`config.mk`:
```
export PLATFORM = sky130hd
export DESIGN_NAME = regfile_scoreboard
export DESIGN_NICKNAME = d
export VERILOG_FILES = /design/src/rtl/legv8_pkg.sv /design/src/rtl/sb_counter.sv /design/src/rtl/regfile_scoreboard.sv
export SDC_FILE = /design/constraint.sdc
export NUM_CORES = 1
export LEC_CHECK = 0
export ABC_AREA = 1
export CAP_MARGIN = 40
export CORE_ASPECT_RATIO = 2
export CORE_MARGIN = 3
export CORE_UTILIZATION = 51
export CTS_CLUSTER_DIAMETER = 80
export DETAILED_ROUTE_END_ITERATION = 8
export PLACE_DENSITY = 0.75
export SLEW_MARGIN = 20
export SYNTH_ARGS = -nofsm -noshare
export SYNTH_HDL_FRONTEND = slang
export SYNTH_SLANG_ARGS = --single-unit
```
`constraint.sdc`:
```
create_clock -name clk -period 9.63 [get_ports clk]
set_input_delay 1.4445 -clock clk [delete_from_list [all_inputs] [get_ports clk]]
set_output_delay 1.4445 -clock clk [all_outputs]
set_load 0.02 [all_outputs]
```
`src/rtl/legv8_pkg.sv`:
```
// -----------------------------------------------------------------------------
// legv8_pkg
// Shared definitions for the LEGv8 issue-stage register scoreboard.
//   NREGS     : number of architectural registers
//   reg_idx_t : architectural register index
//   REG_XZR   : X31/XZR, which is never tracked by the scoreboard
//   is_tracked: true for any register the scoreboard keeps a count for
// -----------------------------------------------------------------------------
package legv8_pkg;

   localparam int NREGS = 32;

   typedef logic [4:0] reg_idx_t;

   localparam reg_idx_t REG_XZR = 5'd31;

   function automatic logic is_tracked(input reg_idx_t idx);
      return (idx != REG_XZR);
   endfunction

endpackage

```
`src/rtl/sb_counter.sv`:
```
// -----------------------------------------------------------------------------
// sb_counter
// Pending-writer counter for one architectural register.
// Ports:
//   clk, reset : clock and synchronous active-high clear
//   inc        : one new writer was accepted for this register
//   dec_a      : one writer retires (writeback) this cycle
//   dec_b      : one writer is squashed this cycle
//   cnt        : registered count of in-flight writers
//   eff        : count after this cycle's decrements (drives hazard checks)
//   underflow  : a decrement found no writer to remove; it is dropped
// -----------------------------------------------------------------------------
module sb_counter #(
   parameter int CNT_W = 2
) (
   input  logic             clk,
   input  logic             reset,
   input  logic             inc,
   input  logic             dec_a,
   input  logic             dec_b,
   output logic [CNT_W-1:0] cnt,
   output logic [CNT_W-1:0] eff,
   output logic             underflow
);

   logic [CNT_W-1:0] cnt_r;
   logic [CNT_W-1:0] next_s;
   logic [CNT_W:0]   req_s;

   // Remove this cycle's retire/kill reports, clamping at zero so excess reports
   // never wrap the count. eff must not depend on inc: inc is derived from the
   // stall decision that eff feeds.
   always_comb begin
      req_s = {{CNT_W{1'b0}}, dec_a} + {{CNT_W{1'b0}}, dec_b};
      if (req_s > {1'b0, cnt_r}) begin
         underflow = 1'b1;
         eff       = {CNT_W{1'b0}};
      end else begin
         underflow = 1'b0;
         eff       = cnt_r - req_s[CNT_W-1:0];
      end
   end

   // Add the newly accepted writer; the saturation stall upstream keeps this
   // from exceeding the all-ones value.
   always_comb begin
      if (inc) begin
         next_s = eff + CNT_W'(1'b1);
      end else begin
         next_s = eff;
      end
   end

   // Count register.
   always_ff @(posedge clk) begin
      if (reset) begin
         cnt_r <= {CNT_W{1'b0}};
      end else begin
         cnt_r <= next_s;
      end
   end

   assign cnt = cnt_r;

endmodule

```
`src/rtl/regfile_scoreboard.sv`:
```
// -----------------------------------------------------------------------------
// regfile_scoreboard
// Issue-stage scoreboard for the LEGv8 32x64 register file. Counts in-flight
// writers per register and holds decode on read-after-write hazards that the
// register file's same-cycle write-to-read bypass cannot cover, and on
// writer-count saturation. X31/XZR is never tracked.
// Ports:
//   clk, reset            : clock, synchronous active-high clear
//   issue_valid           : decode presents an instruction
//   issue_ra1/_use1       : source 1 index and read enable
//   issue_ra2/_use2       : source 2 index and read enable
//   issue_we/_wa          : destination write enable and index
//   wb_valid/wb_wa        : a writer retires this cycle
//   kill_valid/kill_wa    : a squashed writer is reported this cycle
//   stall                 : combinational hold for decode
//   issue_accept          : combinational issue_valid & ~stall
//   pending               : per-register "writers in flight", registered view
//   err                   : sticky protocol-error flag (unmatched retire/kill)
// -----------------------------------------------------------------------------
module regfile_scoreboard
   import legv8_pkg::*;
#(
   parameter int CNT_W = 2,
   parameter int NREGS = 32
) (
   input  logic             clk,
   input  logic             reset,
   input  logic             issue_valid,
   input  logic [4:0]       issue_ra1,
   input  logic             issue_use1,
   input  logic [4:0]       issue_ra2,
   input  logic             issue_use2,
   input  logic             issue_we,
   input  logic [4:0]       issue_wa,
   input  logic             wb_valid,
   input  logic [4:0]       wb_wa,
   input  logic             kill_valid,
   input  logic [4:0]       kill_wa,
   output logic             stall,
   output logic             issue_accept,
   output logic [NREGS-1:0] pending,
   output logic             err
);

   localparam logic [CNT_W-1:0] CNT_MAX  = {CNT_W{1'b1}};
   localparam logic [CNT_W-1:0] CNT_ZERO = {CNT_W{1'b0}};

   // Entry NREGS-1 (XZR) is tied to zero so the source muxes can index freely.
   logic [CNT_W-1:0] eff_s [NREGS];
   logic [NREGS-2:0] inc_s;
   logic [NREGS-2:0] wb_dec_s;
   logic [NREGS-2:0] kill_dec_s;
   logic [NREGS-2:0] underflow_s;
   logic             h1_s;
   logic             h2_s;
   logic             hs_s;
   logic             stall_s;
   logic             err_r;

   for (genvar r = 0; r < NREGS - 1; r++) begin : g_reg
      logic [CNT_W-1:0] cnt_l;

      assign inc_s[r]      = issue_accept & issue_we   & (issue_wa == reg_idx_t'(r));
      assign wb_dec_s[r]   = wb_valid                  & (wb_wa    == reg_idx_t'(r));
      assign kill_dec_s[r] = kill_valid                & (kill_wa  == reg_idx_t'(r));

      sb_counter #(
         .CNT_W(CNT_W)
      ) u_cnt (
         .clk      (clk),
         .reset    (reset),
         .inc      (inc_s[r]),
         .dec_a    (wb_dec_s[r]),
         .dec_b    (kill_dec_s[r]),
         .cnt      (cnt_l),
         .eff      (eff_s[r]),
         .underflow(underflow_s[r])
      );

      assign pending[r] = (cnt_l != CNT_ZERO);
   end

   assign eff_s[NREGS-1]   = CNT_ZERO;
   assign pending[NREGS-1] = 1'b0;

   // Hazard detection against post-retire counts, so a writer retiring this
   // cycle is satisfied by the register-file bypass and does not stall.
   always_comb begin
      h1_s    = issue_use1 & is_tracked(issue_ra1) & (eff_s[issue_ra1] != CNT_ZERO);
      h2_s    = issue_use2 & is_tracked(issue_ra2) & (eff_s[issue_ra2] != CNT_ZERO);
      hs_s    = issue_we   & is_tracked(issue_wa)  & (eff_s[issue_wa]  == CNT_MAX);
      stall_s = issue_valid & (h1_s | h2_s | hs_s);
   end

   assign stall        = stall_s;
   assign issue_accept = issue_valid & ~stall_s;

   // Sticky error: any retire/kill report that found no writer to remove.
   always_ff @(posedge clk) begin
      if (reset) begin
         err_r <= 1'b0;
      end else if (|underflow_s) begin
         err_r <= 1'b1;
      end else begin
         err_r <= err_r;
      end
   end

   assign err = err_r;

endmodule

```
Yosys cells after proc, flatten, opt, wreduce, memory -nomap -nowiden
Index checks and enable logic that the tools add are counted.

Word-level logic and storage cells: 500. Bits in registers: 63.

Eq/ne operators: 94. Add/subtract/negate cells: 93. Multiplexer cells: 102. Order comparisons: 34. Bitwise gates (word level): 108. Reductions and logical operators: 37.

Operator list (number): 5-bit equality test (second input constant) (45); 2-bit two-way mux (68); 5-bit by 4-bit equality test with 1-bit output (second input constant) (24); 1-bit AND (102); 3-bit by 2-bit > comparator with 1-bit output (31); 2-bit nonzero test (33); 1-bit by 1-bit adder with 2-bit output (31); 2-bit by 1-bit adder with 2-bit output (second input constant) (31); 2-bit subtractor (31); 5-bit by 3-bit equality test with 1-bit output (second input constant) (12); 1-bit two-way mux (31); 31-bit OR reduction (1); 2-bit binary-select mux with 5-bit select (3); 5-bit by 2-bit equality test with 1-bit output (second input constant) (6); 6-bit greater-or-equal comparator (second input constant) (3); 5-bit NOT with 6-bit output (3); 5-bit by 1-bit equality test with 1-bit output (second input constant) (3); 5-bit zero test (3); 5-bit inequality test (second input constant) (3); 2-bit equality test (second input constant) (1); 1-bit bitwise OR (2); 1-bit NOT (1).

Depth between registers and ports, before layout
Depth in word-level cells: 18. Depth in mapped cells: 30.

Modules after synthesis
A second synthesis with hierarchy kept.

Cells, all modules: 1227. Area total of the unflattened synthesis: 7532.2 µm².

Modules (own cells, without submodules): sb_counter at g_reg[12].u_cnt ... (cells an instance 19, sequential area each 40.0 µm², instances 27, area an instance 150.1 µm²); regfile_scoreboard (cells an instance 638, sequential area each 20.0 µm², instances 1, area an instance 2880.3 µm²); sb_counter at g_reg[0].u_cnt ... (cells an instance 19, sequential area each 40.0 µm², instances 2, area an instance 151.4 µm²); sb_counter at g_reg[11].u_cnt ... (cells an instance 19, sequential area each 40.0 µm², instances 2, area an instance 147.6 µm²).

Least setup slack after synthesis
Ideal clock, no wire load.

Path type: input-to-output. Start: in wb_valid. End: out issue_accept. Arrival: 3822 ps. Buffers on the path: 2. Stages on the path: 23. Setup slack: 4363 ps. Cell sequence: inv_1 nor2_1 inv_1 clkbuf_1 nor2_1 ha_1 ha_1 nand2_1 nand2_1 nand2_1 nand2_1 nand2_1 inv_1 nand2_1 nand3_1 nand2_1 nand2_1 nand2_1 nand2_1 nand3_1 nand3_1 nor2_4 buf_4.

Word-level cells in the longest chain between the ends: 14.

Ends and longest elaborated chain: start, declared (RTL line regfile_scoreboard.sv:35) `input logic wb_valid,`; 1-bit AND (RTL line regfile_scoreboard.sv:64) `assign wb_dec_s[r] = wb_valid & (wb_wa == reg_idx_t'(r));`; 1-bit by 1-bit adder with 2-bit output (RTL line sb_counter.sv:34) `req_s = {{CNT_W{1'b0}}, dec_a} + {{CNT_W{1'b0}}, dec_b};`; 3-bit by 2-bit > comparator with 1-bit output / 2-bit subtractor (equally long branches) (RTL line sb_counter.sv:35, sb_counter.sv:40); 2-bit two-way mux (RTL line sb_counter.sv:35) `if (req_s > {1'b0, cnt_r}) begin`; 2-bit binary-select mux with 5-bit select (on tied branches) (RTL line regfile_scoreboard.sv:89, regfile_scoreboard.sv:90); 2-bit two-way mux (on tied branches) (2 in series) (RTL line regfile_scoreboard.sv:89, regfile_scoreboard.sv:90); 2-bit nonzero test (on tied branches) (RTL line regfile_scoreboard.sv:89, regfile_scoreboard.sv:90); 1-bit AND (on tied branches) (RTL line regfile_scoreboard.sv:89, regfile_scoreboard.sv:90); 1-bit bitwise OR (RTL line regfile_scoreboard.sv:92) `stall_s = issue_valid & (h1_s | h2_s | hs_s);`; 1-bit bitwise OR * (RTL line regfile_scoreboard.sv:92); 1-bit AND * (RTL line regfile_scoreboard.sv:92); 1-bit NOT * (RTL line regfile_scoreboard.sv:96) `assign issue_accept = issue_valid & ~stall_s;`; 1-bit AND * (RTL line regfile_scoreboard.sv:96); end, declared (RTL line regfile_scoreboard.sv:40) `output logic issue_accept,`.

Every way passes the cells marked *; elsewhere a longest branch is shown, timed or not. The select of a mux whose other input is x is not followed.

Worst setup path in the final report
Start: in wb_wa[1]. End: out stall.

Word-level cells in the longest chain between the ends: 13.

Ends and longest elaborated chain: start, declared (RTL line regfile_scoreboard.sv:36) `input logic [4:0] wb_wa,`; 5-bit equality test, or another cell as far along (RTL line regfile_scoreboard.sv:64); 1-bit AND (RTL line regfile_scoreboard.sv:64); 1-bit by 1-bit adder with 2-bit output (RTL line sb_counter.sv:34); 3-bit by 2-bit > comparator with 1-bit output / 2-bit subtractor (equally long branches) (RTL line sb_counter.sv:35, sb_counter.sv:40); 2-bit two-way mux (RTL line sb_counter.sv:35); 2-bit binary-select mux with 5-bit select (on tied branches) (RTL line regfile_scoreboard.sv:89, regfile_scoreboard.sv:90); 2-bit two-way mux (on tied branches) (2 in series) (RTL line regfile_scoreboard.sv:89, regfile_scoreboard.sv:90); 2-bit nonzero test (on tied branches) (RTL line regfile_scoreboard.sv:89, regfile_scoreboard.sv:90); 1-bit AND (on tied branches) (RTL line regfile_scoreboard.sv:89, regfile_scoreboard.sv:90); 1-bit bitwise OR (RTL line regfile_scoreboard.sv:92); 1-bit bitwise OR * (RTL line regfile_scoreboard.sv:92); 1-bit AND * (RTL line regfile_scoreboard.sv:92); end, declared (RTL line regfile_scoreboard.sv:39) `output logic stall,`.

Marked as above.

==> results.json <==
{
  "min_path_type": "register to register",
  "ant_nets": 0,
  "setup_viol": 0,
  "crit_buf_inv": 5,
  "fin_tns_setup_ns": 0,
  "dieHeight_um": 186,
  "drc": 0,
  "synthDominantCellAreaShare_pct": 22.3,
  "min_from": "err",
  "multi_input_area_sq_mm": 0.00565,
  "synth.most_common_cell": "nand2_1",
  "synth_edf_count": 0,
  "dr.pass1.iters": 5,
  "finalClockSkew_ns": 0.00973,
  "fmax_mhz": 144,
  "cts_max_path_buffers": 2,
  "drive_gt1_share_pct": 2.62,
  "slew_headroom_pct": 44.9,
  "path_max_fanout": 4,
  "synth_seq_area_share_pct": 15.3,
  "diodes": 0,
  "worstMarginPinSlew_ns": 0.825,
  "synth_top_cell_by_area": "nand2_1",
  "dp_hpwl_um": 24400,
  "crit_chain": "clkdlybuf4s50_1, inv_1, nor2_1, nand2_1, nor2_1, ha_1, ha_1, or2_2, nand2_1, nand2_1, nand3_1, nand2_1, inv_1, nand2_1, nand2_1, nand2_1, nand2_1, nand2_1, nand2_1, nand3_1, nand3_1, nand2_1, inv_1, clkdlybuf4s50_1",
  "cp.required_ns": 8.19,
  "clk_pin_slew_worst_paths_ns": 0.05,
  "num_vias": 9366,
  "core_region_area_sq_mm": 0.0158,
  "reg2reg_from": "g_reg[19].u_cnt.cnt[1]",
  "antenna_found_initial": 0,
  "fin_crit_sh_pct": 71.9,
  "drt_iter0_markers": 672,
  "tritoncts": "yes",
  "routed_wl_um": 31100,
  "io_buffers": 66,
  "cts_resized": 0,
  "area_growth_pct": 13.2,
  "syn_area_sq_mm": 0.00825,
  "ys_types": 28,
  "grt_max_degree": 65,
  "start_util_pct": 52.3,
  "cp-start-kind": "input pin",
  "slew_violations": 0,
  "cp.arrival_ns": 5.48,
  "gp_congestion": 1.08,
  "die_area_sq_mm": 0.0178,
  "power_mw": 0.822,
  "fin_hold_ws_ns": 0.740,
  "crit_path_top_delay_cell": "clkdlybuf4s50_1",
  "placed_area_sq_mm": 0.00904,
  "grt_pass1_wl_um": 47300,
  "maxCapViolations": 0,
  "worstSetupPathType": "input pin to primary output",
  "clkLatencyLatePin_ns": 0.35,
  "yosys_warnings": 0,
  "ys_top_cells_by_area": "nand2_1 (22%), ha_1 (19%), dfxtp_1 (15%), inv_1 (14%), nor2_1 (7.6%)",
  "grt_use_total_pct": 36.0,
  "cpLargestDelayFamily": "simple AND/OR/NAND/NOR gates",
  "power_per_cell_area_mw_per_mm2": 88.0,
  "crit_top_cell": "nand2_1",
  "peakVddDrop_v": 0.0000843,
  "vias_per_cell": 5.41,
  "synth_area_per_cell_sq_um": 5.59,
  "stdcell_area_sq_mm": 0.00934,
  "cts_made_buffers": 9,
  "drt-wirelength-per-cell_um": 18.0,
  "htreeDepth": 3,
  "finalHoldViolCount": 0,
  "die_w_um": 95.9,
  "io_pins": 68,
  "ys_ff_latch": 63,
  "synth-main-ff-cell": "dfxtp_1",
  "grt_pass1_vias": 9270,
  "num_rows": 65,
  "cts_hold_buf": 0,
  "status": "finished, final reports clean",
  "rsz0062_at_grt": "no",
  "fin_nets": 1683,
  "async_flop_share_pct": 0,
  "postCtsSetupBuffers": 0,
  "register_area_sq_mm": 0.00126,
  "p_leak_nw": 5.19,
  "fillers": 1612,
  "cts.sinks": 63,
  "crit_start": "wb_wa[1]",
  "period_minus_slack_ns": 6.93,
  "grt_overflow": 0,
  "critical_path.max_stage_delay_ns": 0.59,
  "cts_root_buffer": "clkbuf_16",
  "critPathCaptureType": "primary output",
  "synthCells": 1474,
  "ys_top_cells_by_count": "nand2_1 (491), inv_1 (309), nor2_1 (166), ha_1 (124), nand3_1 (108)",
  "synth_fp_nets": 1631
}
final timing paths:
path	cells past startpoint	to	slack, ns
setup / recovery	24	stall	2.70
hold / removal	4	err	0.74
setup reg to reg	19	g_reg[15].u_cnt.cnt[1]	6.06
hold reg to reg	4	err	0.74
sequential cells by signal, indices dropped and copies added, names as in the netlist:
register and cells:
g.u_cnt.cnt 62, err 1
tightest hold or removal path, stage by stage, from the launching register on:
cell and delay [ns]:
dfxtp_1 0.34, a21oi_1 0.05, nand3_1 0.08, nor4_1 0.06, a21oi_1 0.17
placed cells by master, fill, tap and decap left out, drive strengths merged:
| cell type | instances |
|---|---|
| clkinv | 1 |
| nor3 | 26 |
| buf | 7 |
| clkdlybuf4s50 | 65 |
| ha | 124 |
| o31a | 1 |
| nand3 | 108 |
| inv | 316 |
| o21bai | 5 |
| a21oi | 37 |
| nand3b | 31 |
| a31oi | 1 |
| xnor2 | 20 |
| or2 | 8 |
| conb | 1 |
| dfxtp | 63 |
| nand4 | 16 |
| nor4 | 3 |
| nand2 | 492 |
| nor2 | 170 |
| clkbuf | 14 |
| o21ai | 20 |
power breakdown:
part	internal (mW)	total (mW)	switching (mW)
Clock	0.200	0.326	0.126
Sequential	0.266	0.268	0.00179
Combinational	0.0713	0.229	0.157
routing by layer:
layer	GRT usage, %	routed length, um
met5	0	0
met4	30.8	3190
met3	7.40	2400
met2	63.5	15400
met1	34.3	10200
per-stage QoR:
| stage | utilization, % | setup slack, ns | cells |
|---|---|---|---|
| after floorplan | - | 4.36 | 1474 |
| after global placement | 57.3 | 2.78 | 1715 |
| after detailed placement | 57.3 | 2.82 | 1715 |
| after CTS | 59.1 | 2.81 | 1729 |
| after global routing | 59.2 | 2.50 | 1730 |
| final | 59.2 | 2.70 | 1730 |
area by class of cell:
type	count	share of cell area, %
multi-input cells	1063	60.5
flip-flops and latches	63	13.5
repair buffers	72	7.54
well taps	201	2.69
clock buffers	14	3.04
inverters	317	12.7
kinds of logic after synthesis:
logic type	Yosys count	share of synthesized area, %
other	1	0.0455
AND/OR/NAND/NOR	854	43.4
buffers and inverters	348	16.2
XOR/XNOR	20	2.12
adder cells (fa/ha/maj)	124	18.8
AO/OA/AOI/OAI	64	4.10
flip-flops	63	15.3
Note: power is estimated with default switching activity, not from simulation.
